File: config.mk
export PLATFORM = sky130hd
export DESIGN_NAME = aes_block_loader_flat
export DESIGN_NICKNAME = d
export VERILOG_FILES = /design/src/rtl/aes_block_loader_if.sv /design/src/rtl/aes_block_loader.sv /design/src/flat_wrapper.sv
export SDC_FILE = /design/constraint.sdc
export NUM_CORES = 1
export LEC_CHECK = 0
export ABC_AREA = 1
export CORE_MARGIN = 4
export CORE_UTILIZATION = 40
export CTS_BUF_LIST = sky130_fd_sc_hd__clkbuf_4
export DETAILED_ROUTE_END_ITERATION = 7
export SLEW_MARGIN = 20
export SYNTH_ARGS = -nofsm -noshare
export SYNTH_HDL_FRONTEND = slang
export SYNTH_SLANG_ARGS = --single-unit
File: constraint.sdc
create_clock -name clk -period 31.2 [get_ports clk]
set_input_delay 4.68 -clock clk [delete_from_list [all_inputs] [get_ports clk]]
set_output_delay 4.68 -clock clk [all_outputs]
set_load 0.01 [all_outputs]
File: src/rtl/aes_block_loader_if.sv
// Word-stream and block-issue bundle for aes_block_loader.
// Ports: wordIn/wordValid/wordIsKey/wordReady in, out/keyOut/validOut issue.
interface aes_block_loader_if;
    logic [31:0]  wordIn;
    logic         wordValid;
    logic         wordIsKey;
    logic         wordReady;
    logic [127:0] out;
    logic [127:0] keyOut;
    logic         validOut;

    modport slave (
        input  wordIn,
        input  wordValid,
        input  wordIsKey,
        output wordReady,
        output out,
        output keyOut,
        output validOut
    );

    modport master (
        output wordIn,
        output wordValid,
        output wordIsKey,
        input  wordReady,
        input  out,
        input  keyOut,
        input  validOut
    );
endinterface

File: src/rtl/aes_block_loader.sv
// Assembles 32-bit words into 128-bit AES keys and plaintext blocks.
// Ports: clk, rst (async high), bus (slave), keyValid, error, blockCount.
module aes_block_loader #(
    parameter int COUNT_W = 16
) (
    input  logic               clk,
    input  logic               rst,
    aes_block_loader_if.slave  bus,
    output logic               keyValid,
    output logic               error,
    output logic [COUNT_W-1:0] blockCount
);

    typedef enum logic [1:0] {
        IDLE,
        KEY,
        DATA,
        ISSUE
    } state_t;

    state_t               state_q, state_d;
    logic [1:0]           cnt_q, cnt_d;
    logic [127:0]         stage_q, stage_d;
    logic [127:0]         key_q, key_d;
    logic [127:0]         data_q, data_d;
    logic [127:0]         out_q, out_d;
    logic [127:0]         kout_q, kout_d;
    logic                 kv_q, kv_d;
    logic                 err_q, err_d;
    logic [COUNT_W-1:0]   bc_q, bc_d;
    logic                 acc;

    // Slot 0 is the MSB word (AES byte 0 first).
    function automatic logic [127:0] place(
        input logic [127:0] v,
        input logic [1:0]   idx,
        input logic [31:0]  w
    );
        logic [127:0] r;
        r = v;
        unique case (idx)
            2'd0: r[127:96] = w;
            2'd1: r[95:64]  = w;
            2'd2: r[63:32]  = w;
            2'd3: r[31:0]   = w;
        endcase
        return r;
    endfunction

    // Ready and valid are pure state decodes, so reset drops them at once.
    assign bus.wordReady = (state_q != ISSUE);
    assign bus.validOut  = (state_q == ISSUE);
    assign bus.out       = out_q;
    assign bus.keyOut    = kout_q;
    assign keyValid      = kv_q;
    assign error         = err_q;
    assign blockCount    = bc_q;

    assign acc = bus.wordValid && bus.wordReady;

    always_comb begin
        state_d = state_q;
        cnt_d   = cnt_q;
        stage_d = stage_q;
        key_d   = key_q;
        data_d  = data_q;
        out_d   = out_q;
        kout_d  = kout_q;
        kv_d    = kv_q;
        err_d   = err_q;
        bc_d    = bc_q;
        unique case (state_q)
            IDLE: begin
                if (acc) begin
                    if (bus.wordIsKey) begin
                        stage_d = place(stage_q, 2'd0, bus.wordIn);
                        cnt_d   = 2'd1;
                        state_d = KEY;
                    end else if (kv_q) begin
                        data_d  = place(data_q, 2'd0, bus.wordIn);
                        cnt_d   = 2'd1;
                        state_d = DATA;
                    end else begin
                        // Plaintext with no key to pair it with.
                        err_d = 1'b1;
                    end
                end
            end
            KEY: begin
                if (acc) begin
                    if (!bus.wordIsKey) begin
                        err_d   = 1'b1;
                        cnt_d   = 2'd0;
                        state_d = IDLE;
                    end else begin
                        stage_d = place(stage_q, cnt_q, bus.wordIn);
                        if (cnt_q == 2'd3) begin
                            key_d   = stage_d;
                            kv_d    = 1'b1;
                            cnt_d   = 2'd0;
                            state_d = IDLE;
                        end else begin
                            cnt_d = cnt_q + 2'd1;
                        end
                    end
                end
            end
            DATA: begin
                if (acc) begin
                    if (bus.wordIsKey) begin
                        err_d   = 1'b1;
                        cnt_d   = 2'd0;
                        state_d = IDLE;
                    end else begin
                        data_d = place(data_q, cnt_q, bus.wordIn);
                        if (cnt_q == 2'd3) begin
                            // Capture now so out is valid in ISSUE.
                            out_d   = data_d;
                            kout_d  = key_q;
                            cnt_d   = 2'd0;
                            state_d = ISSUE;
                        end else begin
                            cnt_d = cnt_q + 2'd1;
                        end
                    end
                end
            end
            ISSUE: begin
                bc_d    = bc_q + 1'b1;
                state_d = IDLE;
            end
        endcase
    end

    always_ff @(posedge clk or posedge rst) begin
        if (rst) begin
            state_q <= IDLE;
            cnt_q   <= 2'd0;
            stage_q <= '0;
            key_q   <= '0;
            data_q  <= '0;
            out_q   <= '0;
            kout_q  <= '0;
            kv_q    <= 1'b0;
            err_q   <= 1'b0;
            bc_q    <= '0;
        end else begin
            state_q <= state_d;
            cnt_q   <= cnt_d;
            stage_q <= stage_d;
            key_q   <= key_d;
            data_q  <= data_d;
            out_q   <= out_d;
            kout_q  <= kout_d;
            kv_q    <= kv_d;
            err_q   <= err_d;
            bc_q    <= bc_d;
        end
    end

endmodule

File: src/flat_wrapper.sv
// flat-port wrapper written by rule: the top's interface ports become plain ports
module aes_block_loader_flat 
#(
    parameter int COUNT_W = 16
)
  (clk, rst, keyValid, error, blockCount, bus_wordIn, bus_wordValid, bus_wordIsKey, bus_wordReady, bus_out, bus_keyOut, bus_validOut);
  aes_block_loader_if bus_i ();
  input  logic clk;
  input  logic rst;
  output logic keyValid;
  output logic error;
  output logic [COUNT_W-1:0] blockCount;
  input wire logic [$bits(bus_i.wordIn)-1:0] bus_wordIn;
  input wire logic [$bits(bus_i.wordValid)-1:0] bus_wordValid;
  input wire logic [$bits(bus_i.wordIsKey)-1:0] bus_wordIsKey;
  output wire logic [$bits(bus_i.wordReady)-1:0] bus_wordReady;
  output wire logic [$bits(bus_i.out)-1:0] bus_out;
  output wire logic [$bits(bus_i.keyOut)-1:0] bus_keyOut;
  output wire logic [$bits(bus_i.validOut)-1:0] bus_validOut;
  assign bus_i.wordIn = bus_wordIn;
  assign bus_i.wordValid = bus_wordValid;
  assign bus_i.wordIsKey = bus_wordIsKey;
  assign bus_wordReady = bus_i.wordReady;
  assign bus_out = bus_i.out;
  assign bus_keyOut = bus_i.keyOut;
  assign bus_validOut = bus_i.validOut;
  aes_block_loader #(.COUNT_W(COUNT_W)) u_core (.clk(clk), .rst(rst), .bus(bus_i), .keyValid(keyValid), .error(error), .blockCount(blockCount));
endmodule
=== Yosys cells after proc, flatten, opt, wreduce, memory -nomap -nowiden ===
Index checks and enable logic that the tools add are counted.

* Word-level logic and storage cells: 98
* Input bits: 36
* Flip-flop bits (word level): 662
* Output and inout port bits: 276

* $add $sub $neg: 2
* Reduce and logical (&&, ||, !) cells: 15
* Bitwise operators: 2
* Equal/unequal tests: 21
* Mux-type cells: 46

{| class="wikitable"
|+ Operators with widths
! cell !! count
|-
| 128-bit two-way mux || 9
|-
| 128-bit case mux with 2 select lines || 2
|-
| 32-bit two-way mux || 8
|-
| 2-bit two-way mux || 17
|-
| 16-bit by 1-bit adder with 16-bit output (second input constant) || 1
|-
| 2-bit != test (second input constant) || 8
|-
| 4-bit AND reduction || 4
|-
| 6-bit AND reduction || 2
|-
| 5-bit AND reduction || 2
|-
| 3-bit by 2-bit != test with 1-bit output (second input constant) || 3
|-
| 2-bit == test (second input constant) || 4
|-
| 2-bit by 1-bit != test with 1-bit output (second input constant) || 4
|-
| 2-bit case mux with 4 select lines || 1
|-
| 8-bit AND reduction || 1
|-
| 1-bit two-way mux || 7
|-
| 2-bit case mux with 3 select lines || 1
|-
| 2-bit by 1-bit == test with 1-bit output (second input constant) || 2
|-
| 2-bit zero test || 2
|-
| 2-bit nonzero test || 2
|-
| 1-bit case mux with 3 select lines || 1
|-
| 3-bit nonzero test || 1
|-
| 2-bit by 1-bit adder with 2-bit output (second input constant) || 1
|-
| 1-bit NOT || 2
|-
| 1-bit logical AND || 1
|}

=== Depth between registers and ports, before layout ===
Gate-level depths: netlist (run 1).

* Word-level depth: 5
* Depth in mapped cells: 11

=== Worst setup path after synthesis (run 1) ===
OpenSTA, ideal clock, no wires.

* Path type: input -> register
* Start point: input port bus_wordIsKey
* End point: register u_core.stage_q[10]
* Setup time: 0.130 ns
* Setup slack: 25.440 ns
* Data arrival time: 5.630 ns
* Stages on the path: 6
* Required time: 31.070 ns
* Buffers on the path: 3
* Cell sequence: buf_2 > nand2_2 > nor2_2 > buf_4 > clkbuf_1 > o21ai_1

* Word-level cells in the longest chain between the ends: 1

{| class="wikitable"
|+ RTL lines
! element !! RTL line !! source
|-
| start, declared || flat_wrapper.sv:15 || <nowiki>input wire logic [$bits(bus_i.wordIsKey)-1:0] bus_wordIsKey;</nowiki>
|-
| 4-bit AND reduction (no source line) || -- ||
|-
| end signal, assigned || aes_block_loader.sv:150 || <nowiki>stage_q <= stage_d;</nowiki>
|-
| end, declared || aes_block_loader.sv:23 || <nowiki>logic [127:0] stage_q, stage_d;</nowiki>
|}

Every way passes these cells.
A chain may end at the register's enable or synchronous reset.

=== Final worst setup path (run 1) ===
* Start point: input port bus_wordIsKey
* End point: register u_core.kout_q[70] (netlist: u_core.bus.keyOut[70])

* Word-level cells in the longest chain between the ends: 2

{| class="wikitable"
|+ RTL lines
! element !! RTL line !! source
|-
| 1-bit NOT (no source line) || -- ||
|-
| 4-bit AND reduction (no source line) || -- ||
|-
| end signal, assigned || aes_block_loader.sv:154 || <nowiki>kout_q <= kout_d;</nowiki>
|-
| end, declared || aes_block_loader.sv:27 || <nowiki>logic [127:0] kout_q, kout_d;</nowiki>
|}

Every way passes these cells.

==> results of run 1 <==
[metal layers]
layer | GRT usage, % | vias up | part of all wire [%]
met5 | 0 | - | 0.076
met4 | 8.12 | 10 | 2.6
met3 | 7.25 | 143 | 8.2
met2 | 35.8 | 763 | 45
met1 | 31.4 | 11800 | 44
li1 | - | 12000 | -
[sequential cells by signal, indices dropped and copies added, names as in the netlist]
name / flops
u_core.blockCount: 16
u_core.bus.keyOut: 128
u_core.bus.out: 128
u_core.cnt_q: 2
u_core.data_q: 128
u_core.error: 1
u_core.keyValid: 1
u_core.key_q: 128
u_core.stage_q: 128
u_core.state_q: 2
[layout by cell type (no fill, tap or decap), drive strengths merged, types with 5 or more instances in the layout]
cell type         n
a21oi            13
buf              30
clkbuf          269
clkdlybuf4s50   311
clkinv           16
dfrtp           662
diode            10
ha               13
inv             334
nand2          1398
nand3           112
nand4             5
nor2             41
o21ai           775
xor2              5
[cell type report]
| class | count | share of cell area (%) |
|---|---|---|
| multi-input combinational | 2369 | 29.6 |
| inverter | 327 | 3.55 |
| sequential | 662 | 47.4 |
| clock inverter | 29 | 0.537 |
| timing repair buffer | 341 | 9.68 |
| clock buffer | 269 | 5.78 |
| antenna | 10 | 0.0716 |
| tap | 950 | 3.40 |
[critical path: cells and delay by family]
family                 cells  cell delay [ns]
AO/OA/AOI/OAI              1             0.16
buffers and inverters      4             2.30
AND/OR/NAND/NOR            2             1.13
[power breakdown]
group / switching [uW] / internal, uW / leakage, uW
combinational: 562 / 271 / 0.00756
sequential: 104 / 1090 / 0.00885
clock: 359 / 406 / 0.00132
[path summary, 6_finish.rpt]
check	from	to	slack (ns)	depth (start not counted)
worst max register to register	u_core.state_q[0]	u_core.bus.keyOut[70]	26.77	7
worst min register to register	u_core.key_q[126]	u_core.bus.keyOut[126]	0.46	2
min in group asynchronous	rst	u_core.bus.keyOut[51]	4.24	2
max in group asynchronous	rst	u_core.data_q[101]	24.50	4
worst min-delay path	u_core.key_q[126]	u_core.bus.keyOut[126]	0.46	2
worst max-delay path	bus_wordIsKey	u_core.bus.keyOut[70]	23.58	7
[cells by family after synthesis]
kind of cell,count (synthesis)
simple gates,1559
compound gates,788
flops,662
buf+inv,560
fa+ha+maj,13
xor+xnor,9
[per-stage QoR]
stage,instances,total power (uW),worst slack (ns)
6_report,4957,2790,23.58
5_1_grt,4954,3010,23.40
4_1_cts,4946,2820,23.68
3_5_place_dp,4648,2040,22.59
3_3_place_gp,4648,2020,22.60
2_1_floorplan,3591,1740,7.97
[cells in the mapped netlist]
master,number
nor3_1,1
nand2_4,2
o21ai_1,76
clkbuf_1,116
o21ai_0,699
nor2_8,1
nand2_1,1394
nor2_4,2
nor3b_4,1
buf_1,5
nor2_2,2
dfrtp_1,662
nand3b_1,1
xnor2_1,4
buf_4,18
inv_2,3
nor2_1,36
inv_4,1
a21oi_1,13
nand4_1,5
buf_2,68
buf_6,26
ha_1,13
nand3_1,112
xor2_1,5
inv_1,323
nand2_2,2
==> summary.txt, run 1 <==
Die
  – Ports: 312
  – Die Area: 0.0776 mm2
  – Starting Density: 40.7%
  – Placeable Area: 0.0720 mm2
  – Row Count: 98
  – Die height: 279 um
  – DIE WIDTH: 279 um

Final layout
  – Register Area: 0.0166 mm2
  – Post-layout util: 48.6%
  – Multi-input gate area: 0.0103 mm2
  – Fillers: 7100
  – Final nets: 3927
  – Share of layout cells above drive strength 1: 8.36%
  – P&R area growth vs syn: 19.4%
  – Design Area, Final: 0.0350 mm2

Worst setup path
  – Slowest cell on the critical path: buf_4
  – Critical path data arrival time: 8.43 ns
  – Setup crit end kind: flip-flop
  – WP data required: 32.01 ns
  – Most frequent CP cell: buf_4
  – CP Class: input pin to flip-flop
  – Worst-path cell chain: clkdlybuf4s50_1, inv_2, nand2_8, nor2_8, buf_4, buf_4, a21oi_1
  – CP peak stage delay: 0.89 ns
  – CP Launch Type: input pin
  – Maximum fanout along the worst path: 99

Clock network
  – Htree depth: 4
  – Clk slew on worst S/H paths: 0.06 ns
  – Max Buffers Root-to-Sink: 3
  – CTS Root Cell: clkbuf_4
  – CTS Sinks: 662
  – Hold-fix buffers, CTS: 0
  – CTS buffer count: 177
  – CTS tree: done
  – Cts repair resizes: 0
  – Postcts setup bufs: 0
  – Worst-skew pair later-pin latency: 1.01 ns

Logic synthesis
  – XOR/XNOR Fraction of Synth Area: 0.269%
  – Largest family of logic cells by synthesized area: simple AND/OR/NAND/NOR gates
  – Mux share of post-synthesis cell area: 0%
  – Adder-cell share of the synthesized area: 0.555%
  – Compound-cell area share of the yosys netlist: 13.5%
  – Simple-gate share of the synthesized area: 20.8%
  – Post-Syn Instances: 3591
  – Avg Inst Size Synth: 8.15 um2
  – Yosys cell types: 27
  – Area leader, netlist: dfrtp_1
  – Syn Nets: 3640
  – Seq/Total Area, Yosys: 56.6%
  – Yosys top cell area share: 56.6%
  – YS warnings: 0
  – Post-Syn Area: 0.0293 mm2
  – Yosys reg bits: 662
  – Area contributors post-synth: dfrtp_1 (57%), nand2_1 (18%), o21ai_0 (12%)

Timing
  – Setup TNS: 0 ns
  – Slew margin rel.: 24.4%
  – Final worst path period share: 24.4%
  – Max-slew violations: 0
  – Skew final: 0.0567 ns
  – Fmax: 131 MHz
  – Hold Fails Final Rpt: 0
  – Crit path time final: 7.62 ns
  – Final setup fails: 0
  – RSZ-0062 raised after global routing: false
  – Worst Max-Slew Pin Slew: 1.13 ns
  – Fin Hold WS: 0.456 ns

Status
  – Outcome: completed

Worst hold path
  – Hold Crit Class: flip-flop to flip-flop

Placed design
  – IO buf count: 311
  – Detail Placement HPWL: 55300 um
  – Post-DP Area: 0.0327 mm2
  – GPL Wtd Cong: 0.789

Power
  – Power per cell area: 79.8 mW/mm2
  – Leak pwr: 0.0177 uW
  – Worst vdd ir: 0.0000352 V

Flow run
  – Max Cap Violations: 0

Drt
  – Routed wire per std cell: 18.3 um
  – Detailed-route via count: 24700
  – DRT Pass-1 Iters: 5
  – Starting DRT DRC Count: 1900
  – # DRC: 0
  – Vias per Instance: 4.99
  – Routed Antenna Nets: 0
  – Total Wirelength: 90600 um

Global routing
  – GRT Overall Usage: 23.3%
  – Largest net degree at the start of global routing: 162
  – Vias in the first global route: 24400
  – First-pass GRT wire length: 141000 um
  – Antenna violations before repair: 8
  – Total gr overflow: 0
Note: power is estimated with default switching activity, not from simulation.
==> inputs of run 2 (changes only) <==
==> constraint.sdc (replaced) <==
create_clock -name clk -period 6.2 [get_ports clk]
set_input_delay 0.93 -clock clk [delete_from_list [all_inputs] [get_ports clk]]
set_output_delay 0.93 -clock clk [all_outputs]
set_load 0.01 [all_outputs]
==> summary.txt, run 2 (synthesis gave the netlist of run 1 again) <==
Drt
  – Routed wire per std cell: 18.5 um
  – Routed Antenna Nets: 0
  – Starting DRT DRC Count: 1878
  – Total Wirelength: 91900 um
  – # DRC: 0
  – Vias per Instance: 5.02
  – Detailed-route via count: 24900
  – DRT Pass-1 Iters: 5

Clock network
  – CTS Sinks: 662
  – CTS Root Cell: clkbuf_4
  – Clk slew on worst S/H paths: 0.06 ns
  – CTS buffer count: 182
  – Htree depth: 4
  – Cts repair resizes: 0
  – Postcts setup bufs: 0
  – Hold-fix buffers, CTS: 0
  – Max Buffers Root-to-Sink: 3
  – Worst-skew pair later-pin latency: 1.01 ns
  – CTS tree: done

Placed design
  – GPL Wtd Cong: 0.832
  – Place WS: 2.32 ns
  – IO buf count: 311
  – Detail Placement HPWL: 56200 um
  – Post-DP Area: 0.0328 mm2

Final layout
  – Share of layout cells above drive strength 1: 8.66%
  – Design Area, Final: 0.0352 mm2
  – Commonest non-fill, non-tap cells in the layout: nand2_1 (1394), o21ai_0 (699), dfrtp_1 (662)
  – Post-layout util: 48.9%
  – Final nets: 3932
  – P&R area growth vs syn: 20.1%
  – Most common cell after layout, fill and taps aside: nand2_1
  – Multi-input gate area: 0.0104 mm2
  – Register Area: 0.0166 mm2
  – Fillers: 7108

Flow run
  – Max Cap Violations: 0

Timing
  – Skew final: 0.0621 ns
  – Final setup fails: 0
  – Worst Max-Slew Pin Slew: 1.07 ns
  – Fmax: 263 MHz
  – Max-slew violations: 0
  – Slew margin rel.: 28.6%
  – Final worst path period share: 61.3%
  – Hold Fails Final Rpt: 0
  – Setup TNS: 0 ns
  – RSZ-0062 raised after global routing: false
  – Crit path time final: 3.80 ns
  – Setup ws final: 2.40 ns
  – Fin Hold WS: 0.361 ns

Global routing
  – GRT Overall Usage: 23.4%
  – Vias in the first global route: 24500
  – Antenna violations before repair: 4
  – Largest net degree at the start of global routing: 139
  – First-pass GRT wire length: 142000 um
  – Total gr overflow: 0

Die
  – Die Area: 0.0776 mm2
  – Ports: 312
  – Die height: 279 um
  – Placeable Area: 0.0720 mm2
  – Row Count: 98
  – Starting Density: 40.7%
  – DIE WIDTH: 279 um

Status
  – Outcome: completed

Worst setup path
  – Register-to-Register Path Depth: 7
  – CP Class: flip-flop to flip-flop
  – CP Launch Type: flip-flop
  – Register-to-Register Setup Slack: 2.40 ns
  – Critical path data arrival time: 4.69 ns
  – Setup crit end kind: flip-flop
  – Reg2reg end: u_core.bus.keyOut[46]
  – WP data required: 7.09 ns
  – Reg-to-Reg Start: u_core.state_q[0]
  – Maximum fanout along the worst path: 114

Power
  – Leak pwr: 0.0178 uW
  – Worst vdd ir: 0.000220 V
  – Power per cell area: 404 mW/mm2

Worst hold path
  – Hold Crit Class: input pin to async pin
run 2: cell count changes in the layout (fill, tap and decap cells not counted), moves of 7 or more:
cell | before | now
diode_2 | 10 | 2
buf_12 | 2 | 12
clkbuf_4 | 269 | 281
buf_4 | 27 | 17
clkinv_1 | 15 | 22
run 2: worst max path at each step:
| stage | start | to | slack (ns) |
|---|---|---|---|
| floorplan | rst | u_core.blockCount[0] | -3.78 |
| CTS | u_core.state_q[0] | u_core.bus.keyOut[13] | 2.39 |
| detailed placement | bus_wordValid | u_core.key_q[88] | 2.32 |
| finish | u_core.state_q[0] | u_core.bus.keyOut[46] | 2.40 |
| global placement | bus_wordValid | u_core.key_q[54] | 2.35 |
| global route | u_core.state_q[0] | u_core.data_q[12] | 2.02 |
run 2: cell type report:
class / count / area share (%)
Tap cell: 950 / 3.38
Clock inverter: 38 / 0.612
Antenna cell: 2 / 0.0142
Multi-Input combinational cell: 2369 / 29.4
Sequential cell: 662 / 47.1
Inverter: 327 / 3.52
Clock buffer: 281 / 6.00
Timing Repair Buffer: 341 / 9.93
run 2: per-layer routing:
layer | track usage (%) | up-vias | wire, um
met2 | 36.1 | 775 | 41300
met3 | 6.01 | 125 | 6800
met4 | 8.47 | 2 | 2710
li1 | - | 12100 | -
met5 | 0 | - | 20
met1 | 32.2 | 12000 | 41100
run 2: power by group:
group	internal (uW)	switching, uW
Sequential	5480	528
Combinational	1370	2850
Clock	2100	1880
run 2: critical path, stage by stage, from the launching register on:
cell     delay [ns]
dfrtp_1        0.44
inv_1          0.20
ha_4           0.84
nand2_8        0.60
nor2_8         0.90
buf_4          0.43
nand2_1        0.11
nand2_1        0.08
run 2: per-stage QoR:
step           std cells  power, uW
2_1_floorplan       3591       8740
3_3_place_gp        4649      10200
3_5_place_dp        4649      10300
4_1_cts             4968      14300
5_1_grt             4969      15300
6_report            4970      14200
